<file path="src/rtl/timer_counter_if.sv">
`timescale 1ns/1ps
`default_nettype none
// ============================================================================
//  Module      : timer_counter_if
//  Description : Word-address / byte-enable store bus between the system
//                bridge and the programmable timer, plus the irq line.
//  Revision    : 1.0 - initial release
// ============================================================================
interface timer_counter_if;
    logic [31:0] addr;
    logic [3:0]  byteen;
    logic [31:0] wdata;
    logic [31:0] rdata;
    logic        irq;

    modport master (
        output addr,
        output byteen,
        output wdata,
        input  rdata,
        input  irq
    );

    modport slave (
        input  addr,
        input  byteen,
        input  wdata,
        output rdata,
        output irq
    );
endinterface
`default_nettype wire

</file>
<file path="src/rtl/timer_counter.sv">
`timescale 1ns/1ps
`default_nettype none
// ============================================================================
//  Module      : timer_counter
//  Description : Memory-mapped down-counting timer with one-shot or
//                auto-reload expiry, maskable interrupt request to the CPU.
//  Revision    : 1.0 - initial release
// ============================================================================
module timer_counter #(
    parameter logic [31:0] BASE_ADDR = 32'h0000_7F00
) (
    input  logic            clk,
    input  logic            reset,
    timer_counter_if.slave  bus
);

    localparam logic [1:0] c_OFF_CTRL   = 2'd0;
    localparam logic [1:0] c_OFF_PRESET = 2'd1;
    localparam logic [1:0] c_OFF_COUNT  = 2'd2;
    localparam logic [1:0] c_MODE_AUTO  = 2'b01;

    typedef enum logic [1:0] {
        S_IDLE = 2'd0,
        S_LOAD = 2'd1,
        S_CNT  = 2'd2,
        S_INT  = 2'd3
    } state_t;

    state_t      r_state;
    state_t      w_state_next;
    logic [3:0]  r_ctrl;
    logic [31:0] r_preset;
    logic [31:0] r_count;
    logic [31:0] w_count_next;
    logic        r_flag;

    logic        w_sel;
    logic [1:0]  w_off;
    logic        w_wr_ctrl;
    logic        w_wr_preset;
    logic        w_en;
    logic [1:0]  w_mode;
    logic        w_im;
    logic        w_flag_set;
    logic        w_flag_clr_fsm;
    logic        w_en_clr;
    logic        w_ack;
    logic        w_unused_addr;

    assign w_sel          = (bus.addr[31:4] == BASE_ADDR[31:4]);
    assign w_off          = bus.addr[3:2];
    assign w_unused_addr  = &{1'b0, bus.addr[1:0]};
    assign w_wr_ctrl      = w_sel && (|bus.byteen) && (w_off == c_OFF_CTRL);
    assign w_wr_preset    = w_sel && (|bus.byteen) && (w_off == c_OFF_PRESET);

    assign w_en   = r_ctrl[0];
    assign w_mode = r_ctrl[2:1];
    assign w_im   = r_ctrl[3];

    // A CPU write acknowledges only a visible interrupt; a masked pending
    // flag survives so that unmasking later still raises irq.
    assign w_ack  = (w_wr_ctrl || w_wr_preset) && w_im;

    always_comb begin
        w_state_next   = r_state;
        w_count_next   = r_count;
        w_flag_set     = 1'b0;
        w_flag_clr_fsm = 1'b0;
        w_en_clr       = 1'b0;
        case (r_state)
            S_IDLE: begin
                if (w_en) begin
                    w_state_next = S_LOAD;
                end
            end
            S_LOAD: begin
                w_count_next = r_preset;
                w_state_next = S_CNT;
            end
            S_CNT: begin
                if (!w_en) begin
                    w_state_next = S_IDLE;
                end else if (r_count > 32'd1) begin
                    w_count_next = r_count - 32'd1;
                end else begin
                    // PRESET of 0 lands here too, so it expires like PRESET=1
                    w_count_next = 32'd0;
                    w_flag_set   = 1'b1;
                    w_state_next = S_INT;
                end
            end
            S_INT: begin
                if (w_mode == c_MODE_AUTO) begin
                    w_flag_clr_fsm = 1'b1;
                    w_state_next   = S_LOAD;
                end else begin
                    w_en_clr     = 1'b1;
                    w_state_next = S_IDLE;
                end
            end
            default: begin
                w_state_next = S_IDLE;
            end
        endcase
    end

    always_ff @(posedge clk) begin
        if (reset) begin
            r_state  <= S_IDLE;
            r_ctrl   <= 4'd0;
            r_preset <= 32'd0;
            r_count  <= 32'd0;
            r_flag   <= 1'b0;
        end else begin
            r_state <= w_state_next;
            r_count <= w_count_next;

            // A CPU write to CTRL overrides the FSM's own EN clear
            if (w_wr_ctrl && bus.byteen[0]) begin
                r_ctrl <= bus.wdata[3:0];
            end else if (w_en_clr) begin
                r_ctrl[0] <= 1'b0;
            end

            for (int b = 0; b < 4; b++) begin
                if (w_wr_preset && bus.byteen[b]) begin
                    r_preset[8*b +: 8] <= bus.wdata[8*b +: 8];
                end
            end

            if (w_flag_set) begin
                r_flag <= 1'b1;
            end else if (w_flag_clr_fsm || w_ack) begin
                r_flag <= 1'b0;
            end
        end
    end

    always_comb begin
        bus.rdata = 32'd0;
        if (w_sel) begin
            case (w_off)
                c_OFF_CTRL:   bus.rdata = {28'd0, r_ctrl};
                c_OFF_PRESET: bus.rdata = r_preset;
                c_OFF_COUNT:  bus.rdata = r_count;
                default:      bus.rdata = 32'd0;
            endcase
        end
    end

    assign bus.irq = w_im & r_flag;

endmodule
`default_nettype wire

</file>
<file path="src/flat_wrapper.sv">
// flat-port wrapper written by rule: the top's interface ports become plain ports
module timer_counter_flat 
#(
    parameter logic [31:0] BASE_ADDR = 32'h0000_7F00
)
  (clk, reset, bus_addr, bus_byteen, bus_wdata, bus_rdata, bus_irq);
  timer_counter_if bus_i ();
  input  logic clk;
  input  logic reset;
  input wire logic [$bits(bus_i.addr)-1:0] bus_addr;
  input wire logic [$bits(bus_i.byteen)-1:0] bus_byteen;
  input wire logic [$bits(bus_i.wdata)-1:0] bus_wdata;
  output wire logic [$bits(bus_i.rdata)-1:0] bus_rdata;
  output wire logic [$bits(bus_i.irq)-1:0] bus_irq;
  assign bus_i.addr = bus_addr;
  assign bus_i.byteen = bus_byteen;
  assign bus_i.wdata = bus_wdata;
  assign bus_rdata = bus_i.rdata;
  assign bus_irq = bus_i.irq;
  timer_counter #(.BASE_ADDR(BASE_ADDR)) u_core (.clk(clk), .reset(reset), .bus(bus_i));
endmodule
</file>
<file path="config.mk">
export PLATFORM = sky130hd
export DESIGN_NAME = timer_counter_flat
export DESIGN_NICKNAME = d
export VERILOG_FILES = /design/src/rtl/timer_counter_if.sv /design/src/rtl/timer_counter.sv /design/src/flat_wrapper.sv
export SDC_FILE = /design/constraint.sdc
export NUM_CORES = 1
export LEC_CHECK = 0
export CORE_MARGIN = 1.5
export CORE_UTILIZATION = 50
export DETAILED_ROUTE_END_ITERATION = 6
export MAX_ROUTING_LAYER = met4
export PLACE_DENSITY = 0.87
export RECOVER_POWER = 50
export SKIP_CTS_REPAIR_TIMING = 1
export SLEW_MARGIN = 20
export SYNTH_ARGS = -nofsm -noshare
export SYNTH_HDL_FRONTEND = slang
export SYNTH_SLANG_ARGS = --single-unit
</file>
<file path="constraint.sdc">
create_clock -name clk -period 4.05 [get_ports clk]
set_clock_uncertainty 0.05 [all_clocks]
set_input_delay 1.0125 -clock clk [delete_from_list [all_inputs] [get_ports clk]]
set_output_delay 1.0125 -clock clk [all_outputs]
set_load 0.1 [all_outputs]
</file>
======== Word-level counts from Yosys, hierarchy flattened ========
Cells that the tools add are included.
storage, ports and cells
  input bits .............................. 70
  output and inout port bits .............. 33
  register bits ........................... 71
operators by class
  equal/unequal tests ..................... 10
  order comparisons ....................... 1
  multiplexer cells ....................... 21
  bitwise gates (word level) .............. 1
  $add $sub $neg .......................... 1
  reduce and logical (&&, ||, !) cells .... 19
operators with widths
  kind                                                                      count
  32-bit 2-to-1 mux                                                         3
  32-bit one-hot mux with 3 select lines                                    1
  32-bit one-hot mux with 2 select lines                                    1
  32-bit by 1-bit > comparator with 1-bit output (second input constant)    1
  32-bit by 1-bit subtractor with 32-bit output (second input constant)     1
  28-bit by 11-bit == test with 1-bit output (second input constant)        1
  1-bit 2-to-1 mux                                                          12
  1-bit logical AND                                                         9
  2-bit one-hot mux with 4 select lines                                     1
  2-bit by 1-bit == test with 1-bit output (second input constant)          3
  2-bit == test (second input constant)                                     3
  2-bit 2-to-1 mux                                                          3
  2-bit nonzero test                                                        3
  2-bit logical NOT                                                         2
  2-bit by 1-bit inequality test with 1-bit output (second input constant)  2
  2-bit AND reduction                                                       2
  4-bit OR reduction                                                        1
  3-bit inequality test (second input constant)                             1
  1-bit logical OR                                                          2
  1-bit AND                                                                 1

======== Depth between registers and ports, before layout ========
Gate-level depths: netlist (run 1).
  depth in word-level cells ............... 8
  depth in mapped cells ................... 8
  mapped depth without buffers ............ 7

======== Least setup slack after synthesis (run 1) ========
No wires, ideal clock.
  kind .................................... input -> output
  start ................................... input port bus_addr[5]
  end ..................................... output port bus_rdata[10]
  stages .................................. 6
  arrival time ............................ 3.732 ns
  slack ................................... -0.744 ns
  buffers on the path ..................... 2
  cell sequence ........................... nor4_1 nand4_1 or2_2 clkbuf_1 clkbuf_1 nor2_1
on the way
  longest elaborated chain between the ends .. 2
RTL lines
  what                                        line                  text
  from (decl)                                 flat_wrapper.sv:10    input wire logic [$bits(bus_i.addr)-1:0] bus_addr;
  28-bit by 11-bit == test with 1-bit output  timer_counter.sv:50   assign w_sel = (bus.addr[31:4] == BASE_ADDR[31:4]);
  32-bit 2-to-1 mux                           timer_counter.sv:141  if (w_sel) begin
  to (decl)                                   flat_wrapper.sv:13    output wire logic [$bits(bus_i.rdata)-1:0] bus_rdata;
Every way passes these cells.

======== Worst setup path in the final report (run 1) ========
  start ................................... input port bus_addr[8]
  end ..................................... output port bus_rdata[30]
Same word-level chain as after synthesis.

==> results of run 1 <==
[layer usage]
metal / GRT usage (%) / vias to the layer above
li1: - / 2157
met1: 36.88 / 2225
met2: 53.99 / 218
met3: 5.134 / 48
met4: 15.69 / 0
met5: - / -
[cell usage after synthesis (3+ instances only)]
library cell | number | area, um^2
buf_6 | 4 | 45.04
a21oi_1 | 23 | 115.1
and2_1 | 4 | 25.02
nor3_1 | 12 | 60.06
nand2b_1 | 5 | 31.28
nor2b_1 | 7 | 43.79
a221oi_1 | 4 | 35.03
inv_1 | 9 | 33.78
nand2_1 | 21 | 78.83
o21ai_0 | 19 | 95.09
or4_1 | 6 | 45.04
nor2_1 | 88 | 330.3
nand3_1 | 27 | 135.1
mux2i_1 | 40 | 400.4
buf_2 | 3 | 15.01
and3_1 | 6 | 37.54
a41oi_1 | 3 | 26.28
a211oi_1 | 5 | 37.54
a22oi_1 | 30 | 225.2
o21a_1 | 6 | 45.04
a21o_1 | 3 | 22.52
nor4_1 | 14 | 87.58
a31oi_1 | 20 | 125.1
o221a_2 | 3 | 33.78
dfxtp_1 | 71 | 1421
nand4_1 | 6 | 37.54
or3_1 | 7 | 43.79
nor4_4 | 7 | 148.9
clkbuf_1 | 35 | 131.4
[flip-flops by register name (all words and copies together) (netlist names)]
signal           flops
u_core.r_ctrl        4
u_core.r_preset     32
u_core.r_flag        1
u_core.r_state       2
u_core.r_count      32
[path summary, 6_finish.rpt]
path | start | endpoint | depth (start not counted)
setup / recovery | bus_addr[8] | bus_rdata[30] | 7
hold / removal | u_core.r_preset[9]$_SDFFE_PP0P_ | u_core.r_count[9]$_SDFFE_PP0P_ | 2
setup reg to reg | u_core.r_count[4]$_SDFFE_PP0P_ | u_core.r_count[20]$_SDFFE_PP0P_ | 5
hold reg to reg | u_core.r_preset[9]$_SDFFE_PP0P_ | u_core.r_count[9]$_SDFFE_PP0P_ | 2
[worst min-delay path, stage by stage, from the launching register on]
cell     delay, ps
dfxtp_1        330
nand3_1         60
a31oi_1         70
[power by group through the flow]
stage	combinational [mW]	sequential, mW	clock [mW]
final	0.105	0.697	0.583
after global routing	0.111	0.697	0.608
after CTS	0.106	0.697	0.584
after detailed placement	0.105	0.714	0
after global placement	0.103	0.714	0
after floorplan	0.0281	0.714	0
[kinds of logic after synthesis]
family,after synthesis
flip-flops,71
AO/OA/AOI/OAI,138
AND/OR/NAND/NOR,229
adder cells (fa/ha/maj),2
buffers and inverters,54
multiplexers,40
[cell type report]
cell class,instances,area [um^2]
multi-input combinational,409,2823
fill,638,2275
sequential,71,1421
timing repair buffer,113,1415
clock buffer,12,145.1
tap,105,131.4
clock inverter,4,55.05
inverter,9,33.78
==> run metrics, run 1 <==
die height=95.92 um; Compound-Gate Fraction of Synth Area=21.97%; top_reg_cell synth=dfxtp_1; # rows=33; minimum clock period=4006 ps; Max Buffers Root-to-Sink=2; Slew @ Worst Pin=1915 ps; Placed Cells=707; later-pin clock latency in the skew report=360 ps; RSZ-0062 raised after global routing=no; Hold Path Class=register to register; Sw Share=23.01%; most common cell after layout, fill and taps aside=dfxtp_1; core box area=0.008299 mm^2; vias=4648; Final Cell Area=0.006025 mm^2; Post-DP HPWL=9597 um; final hold viol count=0; Avg Inst Size Synth=8.084 um^2; pwr/cell area=229.8 mW/mm^2; num ports=103; crit path cell chain=clkdlybuf4s50_1, nor4bb_1, nand4_1, or2_4, buf_4, nor2_4, buf_12; largest family of logic cells by synthesized area=simple AND/OR/NAND/NOR gates; peak supply drop=0.0001679 V; Die X=95.92 um; DR vias/cell=6.429; fin cells=723; CP bufs+invs=3; Total GRT Usage=32.04%; Pre-antenna DRT Iters=5; Synth Area in Simple Gates=29.65%; clock share of power=42.1%; global-route wire length before repair=22400 um; layout cell share with drive strength beyond 1=17.15%; combinational share of power=7.6%; CTS root buf=clkbuf_8; GRT overflow=0; Lkg Pwr=1.993 nW; Detailed Route WL=13730 um; commonest non-fill, non-tap cells in the layout=dfxtp_1 (71), clkdlybuf4s50_1 (66), nor2_1 (56); met1 wire length=5626 um; Top Family by Delay on Critical Path=simple AND/OR/NAND/NOR gates; largest net degree at the start of global routing=52; DP Area=0.005909 mm^2; post-synthesis cell area=0.004317 mm^2; met2 WL=6909 um; DR WL/cell=18.99 um; n_diodes=0; Rel. slew slack=-29.33%; # setup viols final=0; proportion of synthesized area in mux cells=9.275%; TritonCTS Buffers=9; Initial Utilization=52.01%; GP Congestion=0.9317; Area growth, synth to finish=39.57%; CP Launch Type=input pin; worst path required time=2990 ps; Place WS=79.08 ps; Iter 0 DRT Violations=369; status=finished, violations left; Routed Antenna Nets=0; pins over their slew limit=21; Syn Inst Count=534; Seq/Total Area, Yosys=32.93%; internal power=1.066 mW; syn_nets=606; met3 wire length=767 um; library cells used by synthesis=60; H-tree depth=3; clock sink total=71; Crit path arrival time=2940 ps; violated checks=capacitance limit, slew limit; CTS tree=done; Die Area=0.009200 mm^2; clk slew on worst S/H paths=80 ps; number of global-route vias before repair=4673; Worst path slowest cell=clkdlybuf4s50_1; Post-layout nets=685; fin util=72.59%; initial antenna violation count=0; part of the power in registers=50.4%; number of port buffers=100; Residual DRC=0; Max Clk Rate=0.2496 GHz; Critical Path Sink Type=primary output; final setup margin=43.73 ps; ys async rst share=0%; Setup TNS Final=0 ps; worst stage delay on the critical path=470 ps; total power=1.385 mW; Yosys Warn Count=0; Post-synth EDFFs=0; Post-Synth Adder-Cell Area=0.5797%; Hold WS=461.4 ps; flops & latches, synth=71; Worst R2R Setup Slack=630 ps; Switch Pwr=318.6 uW; Max FO, Critical Path=12; max_cap viols=1; highest metal used=met4; WS Path Type=input pin to primary output; Period Utilization, post-route=98.92%; Post-Synth XOR/XNOR Area=0%
Note: power is estimated with default switching activity, not from simulation.
==> inputs of run 2 (changes only) <==
--- a/config.mk
+++ b/config.mk
@@ -5,11 +5,12 @@
 export SDC_FILE = /design/constraint.sdc
 export NUM_CORES = 1
 export LEC_CHECK = 0
+export ABC_AREA = 1
 export CORE_MARGIN = 1.5
-export CORE_UTILIZATION = 50
+export CORE_UTILIZATION = 51
 export DETAILED_ROUTE_END_ITERATION = 6
 export MAX_ROUTING_LAYER = met4
-export PLACE_DENSITY = 0.87
+export PLACE_DENSITY = 0.88
 export RECOVER_POWER = 50
 export SKIP_CTS_REPAIR_TIMING = 1
 export SLEW_MARGIN = 20
==> run 2 against run 1 <==
Net effect:
- critical endpoint is now bus_rdata[13]
- critical path depth rose by 3
- synthesized cell count rose by 37%
- the run still ends with capacitance limit, slew limit left
- non-clock buffer count fell by 5
- cell area rose by 0.52%
- worst setup slack improved by 130 ps
- core utilization fell by 2.8 points
- first-iteration DRC count rose by 52%
- global-route usage rose by 0.26 points
==> run metrics, run 2 <==
violated checks=capacitance limit, slew limit; library cells used by synthesis=30 (-50%); Hold Path Class=register to register; biggest regs=u_core.r_count: 32 flops, u_core.r_preset: 32 flops, u_core.r_ctrl: 4 flops; Period Utilization, post-route=95.69% (-3.2 points); Post-layout nets=887 (+29%); CTS tree=done; vias=5374 (+16%); top cells by count, synth=nand2_1 (221), a21oi_1 (91), nand3_1 (82), nor2_1 (82), dfxtp_1 (71); final hold viol count=0 (unchanged); Slew @ Worst Pin=1628 ps (-286.4 ps); initial antenna violation count=0 (unchanged); TritonCTS Buffers=9 (unchanged); clock sink total=71 (unchanged); # setup viols final=0 (unchanged); num ports=103 (unchanged); commonest non-fill, non-tap cells in the layout=nand2_1 (223), a21oi_1 (91), nor2_1 (85); Pre-antenna DRT Iters=6 (+1); Avg Inst Size Synth=6.213 um^2 (-23%); Seq/Total Area, Yosys=31.25% (-1.7 points); Die X=97.44 um (+1.6%); post-synthesis cell area=0.004548 mm^2 (+5.4%); clk slew on worst S/H paths=80 ps (about the same); total power=1.480 mW (+6.9%); Residual DRC=0 (unchanged); final setup margin=174.5 ps (+130.7 ps); layout cell share with drive strength beyond 1=10.12% (-7.0 points); worst stage delay on the critical path=420 ps (-50 ps); GP Congestion=0.9904 (+6.3%); DP Area=0.005892 mm^2 (-0.30%); post-synth top area share=31.25% (-1.7 points); Max Buffers Root-to-Sink=2 (unchanged); Post-DP HPWL=10630 um (+11%); minimum clock period=3876 ps (-130.7 ps); Initial Utilization=52.41% (+0.40 points); top_reg_cell synth=dfxtp_1; Detailed Route WL=14850 um (+8.1%); Syn Inst Count=732 (+37%); Die Area=0.009494 mm^2 (+3.2%); number of global-route vias before repair=5097 (+9.1%); die height=97.44 um (+1.6%); max_cap viols=2 (+1); Area growth, synth to finish=33.15%; most common cell after layout, fill and taps aside=nand2_1; fin cells=928 (+28%); ys async rst share=0% (unchanged); later-pin clock latency in the skew report=360 ps (about the same); number of port buffers=100 (unchanged); Max FO, Critical Path=32 (+20); Yosys Warn Count=0 (unchanged); DR vias/cell=5.791 (-9.9%); Total GRT Usage=32.30% (+0.26 points); Place WS=143.5 ps (+64.38 ps); GRT overflow=0 (unchanged); leading area contributor after synthesis=dfxtp_1; pwr/cell area=244.4 mW/mm^2 (+6.3%); Placed Cells=912 (+29%); DR WL/cell=16.00 um (-16%); core box area=0.008678 mm^2 (+4.6%); WS Path Type=input pin to primary output; H-tree depth=3 (unchanged); count leader, synth=nand2_1; Max Clk Rate=0.2580 GHz (+3.4%); Final Cell Area=0.006056 mm^2 (+0.52%); crit path cell chain=clkdlybuf4s50_1, nor2_1, nand2_1, nor2_1, nand2_1, nor2_2, inv_1, buf_4, a21oi_1, buf_12; Crit path arrival time=2810 ps (-130 ps); CTS root buf=clkbuf_8; flops & latches, synth=71 (unchanged); Lkg Pwr=2.373 nW (+19%); n_diodes=0 (unchanged); RSZ-0062 raised after global routing=no; Critical Path Sink Type=primary output; worst path required time=2990 ps (about the same); CP Launch Type=input pin; syn_nets=804 (+33%); Iter 0 DRT Violations=562 (+52%); pins over their slew limit=56 (+170%); peak supply drop=0.0001678 V (about the same); global-route wire length before repair=24150 um (+7.8%); largest net degree at the start of global routing=47 (-9.6%); Rel. slew slack=-9.286% (+20 points); Post-synth EDFFs=0 (unchanged); Routed Antenna Nets=0 (unchanged); # rows=34 (+3.0%); Worst path slowest cell=clkdlybuf4s50_1; status=finished, violations left; top post-synthesis cells by area=dfxtp_1 (31%), nand2_1 (18%), a21oi_1 (10%), nand3_1 (9.0%), nor2_1 (6.8%)
-- run 2: kinds of logic (layout without fill, tap and decap cells) --
family | count (synthesis) | in the layout | share of synthesized area (%)
fa+ha+maj | 2 | 2 | 0.5501
compound gates | 142 | 142 | 16.42
buf+inv | 78 | 166 | 7.483
flops | 71 | 71 | 31.25
xor+xnor | 13 | 13 | 2.503
simple gates | 426 | 426 | 41.79
-- run 2: path summary, 6_finish.rpt --
kind | from | end | slack [ps] | depth (start not counted)
max reg2reg | u_core.r_state[1]$_SDFFE_PP0P_ | u_core.r_count[6]$_SDFFE_PP0P_ | 390 | 9
min reg2reg | u_core.r_count[1]$_SDFFE_PP0P_ | u_core.r_count[1]$_SDFFE_PP0P_ | 420 | 2
max | bus_addr[18] | bus_rdata[13] | 170 | 10
min | u_core.r_count[1]$_SDFFE_PP0P_ | u_core.r_count[1]$_SDFFE_PP0P_ | 420 | 2
-- run 2: power by group --
part / internal [mW] / switching (mW)
logic: 0.0638 / 0.0488
registers: 0.697 / 0.00000646
clock network: 0.355 / 0.315
total: 1.12 / 0.364
-- run 2: final cells by class --
class / instances / area (um^2)
repair buffers: 108 / 1381
flip-flops and latches: 71 / 1421
clock inverters: 7 / 103.9
fillers: 711 / 2623
well taps: 108 / 135.1
inverters: 42 / 157.7
multi-input cells: 583 / 2733
clock buffers: 9 / 123.9
-- run 2: layer usage --
layer	part of all wire (%)	track usage, %	up-vias
li1	-	-	2555
met1	41	41.98	2457
met2	46	50.11	329
met3	11	5.612	33
met4	2.4	12.75	0
met5	0	-	-
-- run 2: critical path, delay by kind of cell --
family                 cells  cell delay (ps)
AOI/OAI and AO/OA          1              340
buffers and inverters      4              930
and+or+nand+nor            5              520
-- run 2: per-stage QoR --
stage	util, %	hold WS (ps)	TNS [ps]
CTS	70.52	420.7	0
finish	69.78	423.1	0
detailed placement	67.89	408.6	0
global route	69.78	459.7	0
global placement	67.89	404.0	0
floorplan	-	394.5	-6115
